$ cat config.mk
export PLATFORM = sky130hd
export DESIGN_NAME = button_press_classifier
export DESIGN_NICKNAME = d
export VERILOG_FILES = /design/src/rtl/button_press_classifier.sv
export SDC_FILE = /design/constraint.sdc
export NUM_CORES = 1
export LEC_CHECK = 0
export ABC_AREA = 1
export BUFFER_PORTS_ARGS = -buffer_cell sky130_fd_sc_hd__buf_2
export CORE_ASPECT_RATIO = 0.75
export CORE_MARGIN = 2
export CORE_UTILIZATION = 55
export DETAILED_ROUTE_END_ITERATION = 6
export PLACE_DENSITY = 0.77
export SETUP_SLACK_MARGIN = 0.15
export SYNTH_ARGS = -nofsm -noshare
export SYNTH_HDL_FRONTEND = slang
export SYNTH_SLANG_ARGS = --single-unit
$ cat constraint.sdc
create_clock -name clock -period 2.37 [get_ports clock]
set_clock_uncertainty 0.15 [all_clocks]
set_input_delay 0.474 -clock clock [delete_from_list [all_inputs] [get_ports clock]]
set_output_delay 0.474 -clock clock [all_outputs]
set_load 0.02 [all_outputs]
$ cat src/rtl/button_press_classifier.sv
// Pushbutton front end: 2-FF synchronizer, integrating debouncer and a hold-time
// FSM that raises sticky short/long press flags until the CPU clears them.
module button_press_classifier #(
   parameter int DEBOUNCE_CYCLES = 500000,
   parameter int LONG_CYCLES     = 25000000,
   parameter int CNT_W           = 25
) (
   input  logic clock,
   input  logic reset,
   input  logic btn_raw,
   input  logic clear_short,
   input  logic clear_long,
   output logic pressed,
   output logic short_press,
   output logic long_press
);

   typedef enum logic [1:0] {
      IDLE      = 2'd0,
      HOLD      = 2'd1,
      LONG_HELD = 2'd2
   } state_t;

   localparam logic [CNT_W-1:0] DB_LAST   = CNT_W'(DEBOUNCE_CYCLES - 1);
   localparam logic [CNT_W-1:0] HOLD_LAST = CNT_W'(LONG_CYCLES - 1);

   logic             s1;
   logic             s2;
   logic             stable;
   logic [CNT_W-1:0] db_cnt;
   logic [CNT_W-1:0] hold_cnt;
   state_t           state;
   logic             short_set;
   logic             long_set;

   function automatic logic [CNT_W-1:0] sat_inc(input logic [CNT_W-1:0] v);
      return (&v) ? v : v + CNT_W'(1);
   endfunction

   // A release on the very last hold cycle is neither short nor long.
   always_comb begin
      short_set = 1'b0;
      long_set  = 1'b0;
      if (state == HOLD) begin
         short_set = !stable && (hold_cnt < HOLD_LAST);
         long_set  = stable && (hold_cnt == HOLD_LAST);
      end
   end

   always_ff @(posedge clock) begin
      if (!reset) begin
         s1          <= 1'b0;
         s2          <= 1'b0;
         stable      <= 1'b0;
         db_cnt      <= '0;
         hold_cnt    <= '0;
         state       <= IDLE;
         pressed     <= 1'b0;
         short_press <= 1'b0;
         long_press  <= 1'b0;
      end else begin
         s1      <= btn_raw;
         s2      <= s1;
         pressed <= stable;

         if (s2 == stable) begin
            db_cnt <= '0;
         end else if (db_cnt == DB_LAST) begin
            stable <= ~stable;
            db_cnt <= '0;
         end else begin
            db_cnt <= db_cnt + CNT_W'(1);
         end

         case (state)
            IDLE: begin
               if (stable) begin
                  state    <= HOLD;
                  hold_cnt <= '0;
               end
            end
            HOLD: begin
               if (!stable)
                  state <= IDLE;
               else if (long_set)
                  state <= LONG_HELD;
               else
                  hold_cnt <= sat_inc(hold_cnt);
            end
            LONG_HELD: begin
               if (!stable)
                  state <= IDLE;
            end
            default: state <= IDLE;
         endcase

         // Set has priority over a simultaneous clear.
         short_press <= short_set | (short_press & ~clear_short);
         long_press  <= long_set | (long_press & ~clear_long);
      end
   end

endmodule

==> flow_summary.yaml <==
sta:
  maxSlewHeadroom_pct: 63.11
  report.final.hold_viol_count: 0
  fmax_mhz: 480.2
  fin_crit_ns: 2.083
  tns_ns: 0
  tightest_slew_ns: 0.5500
  maxSlewViolCount: 0
  setup_violations: 0
  fin_crit_sh_pct: 87.88
  rsz0062_at_grt: "false"
power_and_ir_drop:
  p_int_w: 0.001477
  p_comb_share_pct: 1.4
  power_frac_seq_pct: 49.5
  powerDensity_nw_per_um2: 530.0
  pwr-share-clk_pct: 49.1
  switching_share_pct: 25.09
  ir_drop_v: 0.0003670
  leakage_nw: 1.290
  power.switching_w: 0.0004948
worst_setup_path:
  crit_type: "register to register"
  path_cells: "ha_2 > nand2_2 > nor2_4 > nand2_4 > nor2_4 > nand3_2 > nand3_4 > xor2_1 > nor2_1"
  r2r_start: "hold_cnt[0]"
  startpoint_type: "register"
  critPathMaxFanout: 13
  cpPeakStageDelay_ns: 0.40
  r2r_cells: 9
  critical_path.endpoint_type: "register"
  r2r_end: "hold_cnt[0]"
  endpoint: "hold_cnt[0]"
  crit_arrival_ns: 2.18
  cpMaxStageDelayCell: "dfxtp_1"
  crit_top_cell: "nor2_4"
  crit_start: "hold_cnt[0]"
  reg2reg_slack_ns: 0.29
  critical_path_required_ns: 2.47
finish:
  area_growth_pct: 9.540
  nets: 562
  num_antenna_cells: 0
  drive_above_1_share_pct: 9.464
  final_util_pct: 63.22
  fin_area_um2: 3721
floorplan:
  num_rows: 24
  die_x_um: 94.75
  start_util_pct: 57.72
  fp.dieArea_um2: 6827
  coreArea_um2: 5886
  ios: 8
  die_y_um: 72.06
worst_hold_path:
  worstHoldStart: "btn_raw"
  hold_path_class: "primary input to register"
synthesis:
  synth_seq_cells: 58
  synth_top_cell_area_share_pct: 34.18
  synth_area_um2: 3397
  syn-num-nets: 548
  yosysWarningCount: 0
  synth_seq_area_share_pct: 34.18
  synthMostInstantiatedCell: "nand2_1"
  netlist_top_cells_count: "138 x nand2_1, 114 x nor2_1, 62 x inv_1"
  synth_ff_type: "dfxtp_1"
  syn_inst: 541
  synth_edf_count: 0
  yosysTopAreaCell: "dfxtp_1"
  ys_types: 34
  syn_avg_cell_area_um2: 6.279
  ys_top_cells_by_area: "dfxtp_1 34%, nand2_1 15%, nor2_1 13%"
  async_flop_share_pct: 0
grt:
  gr-total-overflow: 0
  antenna_found_initial: 0
  grt_max_degree: 26
  grt_first_pass_wirelength_mm: 14.72
  grt.total_usage_pct: 28.41
  grt_pass1_vias: 2918
clock_network:
  clk_latency_ns: 0.36
  h-tree-depth: 3
  cts.sinks: 58
  clockBufferDepth: 2
  clock-root-buffer: "clkbuf_8"
  cts_made_buffers: 9
  cts_tree: "yes"
  clkSlewWorstSetupHoldPaths_ns: 0.08
placed_design:
  gp_congestion: 1.014
  dp_hpwl_mm: 6.676
  placed_area_um2: 3492
  portBuffers: 7
routing:
  routed_wirelength_mm: 9.196
  ant_nets: 0
  wl_per_cell_um: 14.41
  vias: 3544
  drtPass1Iterations: 5
  vias_per_cell: 5.555
  drc: 0
  drtIter0Drc: 452
outcome:
  status: "completed"
flow_run:
  drv_cap: 0
[kinds of logic after synthesis]
family / synth area share (%)
compound gates: 7.330
xor+xnor: 4.125
fa+ha+maj: 0.7365
buf+inv: 9.281
flops: 34.18
simple gates: 44.35
[state kept, by name, indices dropped and copies added (netlist names)]
name	flops
pressed	1
stable	1
s2	1
short_press	1
s1	1
long_press	1
state	2
db_cnt	25
hold_cnt	25
[power groups by stage]
stage          logic (W)  clock network [W]  registers, W
2_1_floorplan  0.0000172                  0      0.000999
3_3_place_gp   0.0000264                  0      0.000999
3_5_place_dp   0.0000271                  0       0.00100
4_1_cts        0.0000272           0.000968      0.000977
5_1_grt        0.0000303            0.00102      0.000977
6_report       0.0000276           0.000968      0.000977
[repair_timing]
action                                  4_1_cts  5_1_grt
gates cloned                                  0        1
endpoints found under the setup margin       15       16
buffers inserted                              0        0
hold buffers                                  0        0
gates resized for setup                       1        3
pin swaps                                     0        1
[critical path: cells and delay by family (launching register included)]
family | cells | cell delay (ns)
DFF | 1 | 0.40
and+or+nand+nor | 7 | 0.95
adders and majority gates | 1 | 0.26
xor gates and xnor gates | 1 | 0.19
[final cells by class]
| type | count | area, µm² |
|---|---|---|
| Fill cell | 559 | 2165 |
| Multi-Input combinational cell | 410 | 1948 |
| Sequential cell | 58 | 1161 |
| Inverter | 64 | 240.2 |
| Clock buffer | 9 | 123.9 |
| Tap cell | 78 | 97.59 |
| Clock inverter | 7 | 77.57 |
| Timing Repair Buffer | 12 | 72.57 |
[stage by stage]
| step | power (W) | hold slack, ns | std cells | setup slack [ns] |
|---|---|---|---|---|
| after floorplan | 0.001017 | 0.2405 | 541 | 0.5643 |
| after global placement | 0.001026 | 0.2444 | 621 | 0.1888 |
| after detailed placement | 0.001027 | 0.2552 | 621 | 0.1056 |
| after CTS | 0.001972 | 0.1503 | 637 | 0.2779 |
| after global routing | 0.002029 | 0.1441 | 638 | 0.1615 |
| final | 0.001972 | 0.1542 | 638 | 0.2874 |
[placed cells by master, fill, tap and decap left out, drive strengths merged]
cell type / Yosys / layout
or2: 1 / 1
a211oi: 1 / 1
buf: 8 / 12
nand4: 11 / 11
clkinv: 1 / 4
inv: 63 / 65
clkinvlp: 0 / 1
nand3b: 2 / 2
o21ai: 10 / 10
bufinv: 0 / 1
xnor2: 4 / 4
clkbuf: 2 / 9
nor2: 123 / 123
nor3: 9 / 9
nor3b: 3 / 3
ha: 2 / 2
xor2: 12 / 12
nor4: 6 / 6
a21oi: 36 / 36
a21o: 1 / 1
nand3: 45 / 46
nand2: 143 / 143
dfxtp: 58 / 58
[per-layer routing]
metal / track usage, % / share of wire [%] / vias up
met5: 0 / 0 / -
met4: 7.246 / 1.8 / 0
met2: 35.22 / 36 / 200
met1: 46.19 / 49 / 1577
li1: - / - / 1749
met3: 8.619 / 13 / 18
[worst min path at each step]
stage,to,slack [ns],depth (start not counted)
2_1_floorplan,s2,0.24,2
3_3_place_gp,s2,0.24,2
3_5_place_dp,s2,0.26,2
4_1_cts,s1,0.15,3
5_1_grt,s1,0.14,3
6_report,s1,0.15,3
No activity file was read; power rests on OpenSTA's default activity.
